### src/rtl/cache_pkg.sv
// Shared widths, FSM encoding and entry layout for the cache write path.
// Also holds the saturating increment used by the drain counter.
package cache_pkg;

    localparam int WORD_SIZE  = 32;
    localparam int ADDR_WIDTH = 15;
    localparam int DRAIN_W    = 14;

    typedef enum logic {
        IDLE  = 1'b0,
        WRITE = 1'b1
    } wb_state_t;

    typedef struct packed {
        logic [ADDR_WIDTH-1:0] addr;
        logic [WORD_SIZE-1:0]  data;
    } wb_entry_t;

    function automatic logic [DRAIN_W-1:0] sat_inc(input logic [DRAIN_W-1:0] v);
        return (&v) ? v : v + 1'b1;
    endfunction

endpackage

### src/rtl/wb_fifo.sv
// Circular entry store for the write buffer, with the snoop comparators and
// the coalesce comparators that decide between merging a write and appending it.
module wb_fifo
    import cache_pkg::*;
#(
    parameter int DEPTH = 4
) (
    input  logic                  clk,
    input  logic                  rst,
    input  logic                  i_push,
    input  wb_entry_t             i_push_ent,
    input  logic                  i_pop,
    input  logic                  i_head_busy,
    input  logic [ADDR_WIDTH-1:0] i_rd_addr,
    output logic                  o_rd_match,
    output logic [WORD_SIZE-1:0]  o_rd_data,
    output wb_entry_t             o_head,
    output logic [3:0]            o_count
);

    localparam int PW = (DEPTH > 1) ? $clog2(DEPTH) : 1;

    wb_entry_t        r_ent [DEPTH];
    logic [DEPTH-1:0] r_valid;
    logic [PW-1:0]    r_head;
    logic [PW-1:0]    r_tail;
    logic [3:0]       r_count;

    logic             w_coal_hit;
    logic [PW-1:0]    w_coal_idx;
    logic [PW-1:0]    w_idx;
    logic             w_append;

    // Walk oldest to youngest so the last hit is the youngest. The head is
    // skipped for coalescing while it is being written to memory.
    always_comb begin
        w_coal_hit = 1'b0;
        w_coal_idx = r_tail;
        o_rd_match = 1'b0;
        o_rd_data  = '0;
        w_idx      = r_head;
        for (int i = 0; i < DEPTH; i++) begin
            w_idx = r_head + PW'(i);
            if (r_valid[w_idx] && r_ent[w_idx].addr == i_rd_addr) begin
                o_rd_match = 1'b1;
                o_rd_data  = r_ent[w_idx].data;
            end
            if (r_valid[w_idx] && r_ent[w_idx].addr == i_push_ent.addr &&
                !(i_head_busy && i == 0)) begin
                w_coal_hit = 1'b1;
                w_coal_idx = w_idx;
            end
        end
    end

    assign w_append = i_push && !w_coal_hit;
    assign o_head   = r_ent[r_head];
    assign o_count  = r_count;

    // Append and pop never hit the same slot: a full buffer refuses pushes
    // and an empty one is never in WRITE.
    always_ff @(posedge clk) begin
        if (rst) begin
            r_valid <= '0;
            r_head  <= '0;
            r_tail  <= '0;
            r_count <= '0;
        end else begin
            if (i_push && w_coal_hit) begin
                r_ent[w_coal_idx].data <= i_push_ent.data;
            end
            if (w_append) begin
                r_ent[r_tail]   <= i_push_ent;
                r_valid[r_tail] <= 1'b1;
                r_tail          <= r_tail + PW'(1);
            end
            if (i_pop) begin
                r_valid[r_head] <= 1'b0;
                r_head          <= r_head + PW'(1);
            end
            r_count <= r_count + 4'(w_append) - 4'(i_pop);
        end
    end

endmodule

### src/rtl/mem_write_buffer.sv
// Posted write buffer between the cache and main memory: coalesces repeat
// addresses, answers line-fill snoops, and drains one entry at a time.
module mem_write_buffer
    import cache_pkg::*;
#(
    parameter int DEPTH = 4
) (
    input  logic                  clk,
    input  logic                  rst,
    input  logic                  wr_req,
    input  logic [ADDR_WIDTH-1:0] wr_address,
    input  logic [WORD_SIZE-1:0]  wr_data,
    output logic                  wr_ready,
    output logic                  mem_write,
    output logic [ADDR_WIDTH-1:0] mem_address,
    output logic [WORD_SIZE-1:0]  mem_data,
    input  logic                  mem_ack,
    input  logic [ADDR_WIDTH-1:0] rd_address,
    output logic                  rd_match,
    output logic [WORD_SIZE-1:0]  rd_match_data,
    output logic                  empty,
    output logic [3:0]            count,
    output logic [DRAIN_W-1:0]    drain_count
);

    wb_state_t          r_state;
    logic               r_mem_write;
    logic [DRAIN_W-1:0] r_drain;

    wb_entry_t          w_head;
    wb_entry_t          w_push_ent;
    logic [3:0]         w_count;
    logic               w_accept;
    logic               w_pop;
    logic               w_head_busy;

    assign wr_ready    = (w_count < 4'(DEPTH));
    assign w_accept    = wr_req && wr_ready;
    assign w_head_busy = (r_state == WRITE);
    assign w_pop       = w_head_busy && mem_ack;
    assign w_push_ent  = '{addr: wr_address, data: wr_data};

    wb_fifo #(
        .DEPTH(DEPTH)
    ) u_fifo (
        .clk        (clk),
        .rst        (rst),
        .i_push     (w_accept),
        .i_push_ent (w_push_ent),
        .i_pop      (w_pop),
        .i_head_busy(w_head_busy),
        .i_rd_addr  (rd_address),
        .o_rd_match (rd_match),
        .o_rd_data  (rd_match_data),
        .o_head     (w_head),
        .o_count    (w_count)
    );

    // Returning to IDLE after every ack gives the one-cycle gap between writes.
    always_ff @(posedge clk) begin
        if (rst) begin
            r_state     <= IDLE;
            r_mem_write <= 1'b0;
            r_drain     <= '0;
        end else begin
            case (r_state)
                IDLE: begin
                    if (w_count != 4'd0) begin
                        r_state     <= WRITE;
                        r_mem_write <= 1'b1;
                    end
                end
                WRITE: begin
                    if (mem_ack) begin
                        r_state     <= IDLE;
                        r_mem_write <= 1'b0;
                        r_drain     <= sat_inc(r_drain);
                    end
                end
                default: begin
                    r_state     <= IDLE;
                    r_mem_write <= 1'b0;
                end
            endcase
        end
    end

    // The head cannot be coalesced into while in WRITE, so these stay stable.
    assign mem_write   = r_mem_write;
    assign mem_address = w_head_busy ? w_head.addr : '0;
    assign mem_data    = w_head_busy ? w_head.data : '0;
    assign empty       = (w_count == 4'd0) && (r_state == IDLE);
    assign count       = w_count;
    assign drain_count = r_drain;

endmodule

### config.mk
export PLATFORM = sky130hd
export DESIGN_NAME = mem_write_buffer
export DESIGN_NICKNAME = d
export VERILOG_FILES = /design/src/rtl/cache_pkg.sv /design/src/rtl/wb_fifo.sv /design/src/rtl/mem_write_buffer.sv
export SDC_FILE = /design/constraint.sdc
export NUM_CORES = 1
export LEC_CHECK = 0
export CORE_ASPECT_RATIO = 1.2
export CORE_UTILIZATION = 27
export CTS_CLUSTER_DIAMETER = 120
export DETAILED_ROUTE_END_ITERATION = 6
export PLACE_DENSITY = 0.44
export SKIP_CTS_REPAIR_TIMING = 1
export SYNTH_ARGS = -nofsm -noshare
export SYNTH_HDL_FRONTEND = slang
export SYNTH_SLANG_ARGS = --single-unit
export TNS_END_PERCENT = 100
### constraint.sdc
create_clock -name clk -period 7.15 [get_ports clk]
set_input_delay 2.145 -clock clk [delete_from_list [all_inputs] [get_ports clk]]
set_output_delay 2.145 -clock clk [all_outputs]
set_load 0.1 [all_outputs]
==> results.toml <==
[sta]
rsz0062_at_grt = "false"
finClkSkew_ps = 23.1
finalCritPeriodShare_pct = 99.0
worst_slew_pin_slew_ps = 1110
slew_viol_final = 0
fmax_ghz = 0.141
hold_viol_final = 0
slew_headroom_pct = 26.1
fin_ws_ps = 68.4
setup_viol = 0
min_period_ps = 7080

[final_layout]
layout-drive-gt1-share_pct = 25.6
fillCellCount = 5265
seqCellArea_um2 = 6260
nets = 1406
area_delta_synth_final_pct = 28.7
multi_input_area_um2 = 8490
instances_no_fill = 2058

[worst_hold_path]
whs_endpoint = "mem_write"
worstHoldStart = "mem_write"
hp-class = "reg2reg"
worstHoldPathCells = 2

[setup_path]
r2r_end = "u_fifo.r_ent[3][11]"
rr_worst_depth = 11
crit_path_frequent_cell = "buf_12"
timing.rr.start = "u_fifo.r_head[1]"
max_stage_delay_ps = 550
critical_path_class = "in2out"
path_cells = "clkdlybuf4s50_1 -> xnor2_1 -> nand4_1 -> nor4_2 -> buf_4 -> buf_12 -> mux2i_1 -> nor2_1 -> a211oi_1 -> a21oi_4 -> buf_12"
critical_path_arrival_ps = 4940
cp_max_fo = 13
slowest_stage = "clkdlybuf4s50_1"
crit_required_ps = 5010
r2r_slack_ps = 2120
start_kind = "primary input"
crit_path_end_kind = "output port"

[detailed_routing]
first_pass_iters = 5
drc = 0
wirelength_mm = 47.5
drt_iter0_drc = 617
ant_nets = 0
vias = 10600
wire_per_inst_um = 23.1
routed_via_density = 5.14

[grt]
groute.usage.overall_pct = 16.8
grt-ovfl-total = 0
grt_pass1_vias = 10900
grt_max_degree = 117
grt_pass1_wl_mm = 70.5
antenna_found_initial = 4

[floorplan]
initial_core_util_pct = 27.4
io_pins = 167
fp.dieArea_um2 = 55400
die_h_um = 258
fp-row-count = 93
core_area_um2 = 53800
die_width_um = 215

[placed_design]
place_ws_ps = 25.0
gp_congestion = 0.867
portBuffers = 166
dp_cells = 2007
hpwl_mm = 31.6

[synth]
avgSynthCellArea_um2 = 12.3
yosysSeqAreaShare_pct = 42.5
synth_nets = 1277
synth_warnings = 0
synth_edf_count = 188
synth_top_area_share_pct = 38.4
async_flop_share_pct = 0
synth_seq_cells = 218
synth_mux_area_share_pct = 27.6
synth_top_family_by_area = "multiplexers"
synth_compound_area_share_pct = 7.31
synthDistinctLibCells = 58
synth_flop_cell = "edfxtp_1"
synth_area_leader_cell = "edfxtp_1"
synthCells = 1195
synth_area_um2 = 14700
synth_fa_ha_area_share_pct = 1.41
synthTopCellsByArea = "edfxtp_1 (38%), mux4_2 (19%), xnor2_1 (6.9%), mux2i_1 (5.9%), dfxtp_1 (4.1%)"
synth_xor_area_share_pct = 8.22
synthSimpleGateAreaFrac_pct = 9.52

[clock_tree]
cts_tree = "built"
worstSkewPairLatency_ps = 560
cts-buffers-inserted = 27
path_clk_slew_ps = 50
cts.sink_count = 218
htreeDepth = 1
cts_root_buf = "clkbuf_16"
cts_max_path_buffers = 3

[power_and_ir_drop]
p_leak_nw = 5.58
ir_drop_mv = 0.176
totalPowerFinal_mw = 5.51
sw_frac_of_total_pct = 42.5
pwr-share-clk_pct = 24.0
powerDensity_nw_per_um2 = 291
comb_power_share_pct = 47.3
p_int_mw = 3.17
p_switching_mw = 2.34
p_seq_share_pct = 28.7

[outcome]
status = "finished clean"

[flow_run]
drv_cap = 0
-- layout by cell type, fill, tap and decap left out, types with 30 or more instances in the layout --
cell / count
a21oi_4: 30
and2_1: 48
buf_12: 40
buf_4: 34
clkdlybuf4s50_1: 133
edfxtp_1: 188
mux2_2: 34
mux2i_1: 87
mux4_2: 121
nand2_1: 82
nand4_1: 33
nor2_1: 60
o21ai_0: 71
xnor2_1: 115
-- cells by family (layout without fill, tap and decap cells) --
| group | Yosys count | count (layout) |
|---|---|---|
| simple gates | 275 | 275 |
| compound gates | 180 | 180 |
| fa+ha+maj | 16 | 16 |
| xor+xnor | 138 | 138 |
| other cells | 0 | 2 |
| mux | 245 | 245 |
| buf+inv | 123 | 272 |
| flops | 218 | 218 |
-- cells in the mapped netlist (all sizes together) (3+ instances only) --
cell / count
or4: 4
inv: 15
edfxtp: 188
nand2: 82
a2111oi: 3
a31oi: 4
nor4: 12
o21bai: 3
ha: 15
a211oi: 36
nand4: 33
mux4: 124
or2: 3
nor3: 6
xnor2: 116
o21ai: 74
xor2: 22
o211ai: 4
a21oi: 45
and2: 48
buf: 47
nor4b: 3
nor2: 60
clkbuf: 60
nand3: 10
mux2: 34
mux2i: 87
dfxtp: 30
-- routing by layer --
layer / vias up / GRT usage [%] / wire (um)
met5: - / 0 / 24
met4: 4 / 4.75 / 1060
met3: 62 / 2.92 / 2630
met2: 308 / 30.1 / 24100
met1: 5361 / 20.7 / 19700
li1: 4836 / - / -
-- cell type report --
cell class | instances | share of cell area [%]
Antenna cell | 2 | 0.0264
Sequential cell | 218 | 33.0
Tap cell | 712 | 4.70
Timing Repair Buffer | 207 | 12.6
Multi-Input combinational cell | 854 | 44.9
Clock inverter | 9 | 0.403
Clock buffer | 40 | 4.04
Inverter | 16 | 0.317
-- how the worst max path moves through the flow --
stage,startpoint,to,slack (ps),depth (start not counted)
floorplan,u_fifo.r_head[0],rd_match_data[30],-70,17
global placement,rd_address[6],rd_match_data[0],-90,11
detailed placement,rd_address[6],rd_match_data[6],30,11
CTS,rd_address[6],rd_match_data[6],10,11
global route,rd_address[14],rd_match_data[5],1,12
finish,rd_address[1],rd_match_data[5],70,11
-- power by group through the flow --
stage | Sequential [mW] | Clock (mW) | Combinational, mW
2_1_floorplan | 1.66 | 0 | 1.92
3_3_place_gp | 1.60 | 0 | 2.63
3_5_place_dp | 1.61 | 0 | 2.63
4_1_cts | 1.58 | 1.37 | 2.64
5_1_grt | 1.59 | 1.41 | 2.77
6_report | 1.58 | 1.32 | 2.61
-- critical path, delay by kind of cell --
kind	cells	cell delay (ps)
and+or+nand+nor	3	610
xor gates and xnor gates	1	350
muxes	1	230
AOI/OAI and AO/OA	2	430
buffers and inverters	4	1160
-- state kept, by name, summed over array words and instances (netlist names), named ones only --
register	cells
drain_count	14
mem_write	1
r_state	1
u_fifo.o_count	4
u_fifo.r_ent	188
u_fifo.r_head	2
u_fifo.r_tail	2
u_fifo.r_valid	4
-- per-stage QoR --
step                setup TNS [ps]  hold WS, ps  area [um^2]  utilization [%]
global route                     0          534        18900             35.2
finish                           0          491        18900             35.2
detailed placement               0          484        18000             33.4
floorplan                    -65.0          518        15100                -
CTS                              0          497        18800             35.0
global placement              -136          487        18000             33.4
No activity file was read; power rests on OpenSTA's default activity.
==> edit (same settings) <==
`DEPTH` is set to 4 in 2 places; all go to 8.
--- a/src/rtl/wb_fifo.sv
+++ b/src/rtl/wb_fifo.sv
@@ -5,3 +5,3 @@
 #(
-    parameter int DEPTH = 4
+    parameter int DEPTH = 8
 ) (
--- a/src/rtl/mem_write_buffer.sv
+++ b/src/rtl/mem_write_buffer.sv
@@ -5,3 +5,3 @@
 #(
-    parameter int DEPTH = 4
+    parameter int DEPTH = 8
 ) (
Function: not settled (the Yosys comparison gave no result); the edit may change what the design does.
==> edit against the unedited design <==
The flow now finishes with violations (setup timing). Power increased by 100%. Sequential power grew 84%. Routed wire length rose to 3.3 times the old value. Die area is 140% higher. Final area increased by 140%. Synthesized area increased by 150%. Sequential cell count increased by 195. Via count grew to 2.8 times the old value. Synthesized cell count grew to 2.6 times the old value. Setup slack got worse by 230 ps. Hold slack gained 12 ps. Largest cell class unchanged. Largest power group unchanged.
==> edit: results (changes against the unedited design) <==
- Largest net degree at the start of global routing: 110 (was 117)
- Pre-antenna DRT Iters: 5 (unchanged)
- Slowest stage cell, crit path: a221oi_4 (was clkdlybuf4s50_1)
- Max transition margin: 31.1% (was 26.1%)
- Metal-1 WL: 63.0 mm (was 19.7 mm)
- Initial antenna violation count: 8 (was 4)
- Met2 wire length: 77.5 mm (was 24.1 mm)
- Hpwl dp: 108 mm (was 31.6 mm)
- Most instantiated cells after synthesis: nand2_1 (419), mux4_2 (411), edfxtp_1 (376) (was edfxtp_1 (188), mux4_2 (121), xnor2_1 (116))
- DR iter-0 viols: 2800 (was 617)
- Met3 wire len: 9.24 mm (was 2.63 mm)
- Final setup viols: 29 (was 0)
- Worst R2R Path Depth: 15 (was 11)
- Failing checks: setup timing
- Syn Nets: 3157 (was 1277)
- Total CTS buffers: 50 (was 27)
- Via count: 29900 (was 10600)
- R2R Path End: u_fifo.r_ent[0][27] (was u_fifo.r_ent[3][11])
- Status: complete, but fails checks (was complete, no violations)
- Vias per Instance: 5.75 (was 5.14)
- Top sig layer: met5 (unchanged)
- Flop2flop setup slack: 1570 ps (was 2120 ps)
- Post-Syn Instances: 3078 (was 1195)
- Fraction of layout cells with a size suffix above 1: 36.2% (was 25.6%)
- H-tree depth: 2 (was 1)
- Gate power share: 50.5% (was 47.3%)
- Drt total wl: 157 mm (was 47.5 mm)
- Max stage delay on crit path: 410 ps (was 550 ps)
- Final #Nets: 3461 (was 1406)
- Critical Path Sink: rd_match_data[16] (was rd_match_data[5])
- DP Worst Slack: -432 ps (was 25.0 ps)
- Crit path max fanout: 8 (was 13)
- Fillers: 13200 (was 5265)
- Internal cell power: 0.00642 W (was 0.00317 W)
- Number of global-route vias before repair: 28900 (was 10900)
- Worst skew pair latency: 660 ps (was 560 ps)
- Power Density: 242 nW/um^2 (was 291 nW/um^2)
- First-pass GRT wire length: 219 mm (was 70.5 mm)
- Crit path DAT: 5170 ps (was 4940 ps)
- Critical path startpoint: rd_address[7] (was rd_address[1])
- Setup Skew: 34.6 ps (was 23.1 ps)
- Clock Power Share: 23.3% (was 24.0%)
- Yosys cell types: 85 (was 58)
- Final setup TNS: -2280 ps (was 0 ps)
- Final worst slack: -163 ps (was 68.4 ps)
- Largest register FFs: 376 (was 188)
- RD Place Congestion: 1.01 (was 0.867)
==> edit: cell type report <==
cell class                      count  area (um^2)  share of cell area, %
Inverter                           34          144                  0.314
Sequential cell                   413        12100                   26.3
Antenna cell                        1         2.50                0.00546
Clock inverter                     36          320                  0.699
Multi-Input combinational cell   2353        23900                   52.2
Tap cell                         1776         2220                   4.85
Clock buffer                       56         1290                   2.82
Timing Repair Buffer              530         5880                   12.8
==> edit: worst min-delay path by stage <==
stage                       from                 to  slack (ps)
2_1_floorplan  u_fifo.r_valid[5]  u_fifo.r_valid[5]         520
3_3_place_gp     drain_count[10]    drain_count[10]         490
3_5_place_dp           mem_write          mem_write         490
4_1_cts                mem_write          mem_write         510
5_1_grt                mem_write          mem_write         520
6_report               mem_write          mem_write         500
==> edit: through the flow <==
stage | area (um^2) | hold WS, ps | utilization, %
3_3_place_gp | 42900 | 489 | 32.4
3_5_place_dp | 42900 | 492 | 32.4
6_report | 45800 | 503 | 34.7
2_1_floorplan | 36800 | 519 | -
5_1_grt | 45800 | 523 | 34.7
4_1_cts | 44500 | 507 | 33.6
==> edit: worst max-delay path: cells and delay by family <==
kind / cells / cell delay, ps
buf+inv: 7 / 1070
compound gates: 2 / 550
mux: 1 / 250
simple gates: 5 / 970
xor+xnor: 1 / 120
==> edit: logic make-up after synthesis <==
logic type / count (synthesis) / share of synthesized area [%]
xor gates and xnor gates: 233 / 5.65
DFF: 413 / 33.3
adders and majority gates: 13 / 0.471
AOI/OAI and AO/OA: 452 / 8.24
and+or+nand+nor: 820 / 10.5
buffers and inverters: 312 / 3.81
muxes: 835 / 38.0
==> edit: layer usage <==
layer / global-route usage, % / vias to the layer above
met5: 0 / -
met4: 9.37 / 4
met3: 2.19 / 296
met2: 38.2 / 1360
met1: 28.7 / 15400
li1: - / 12800
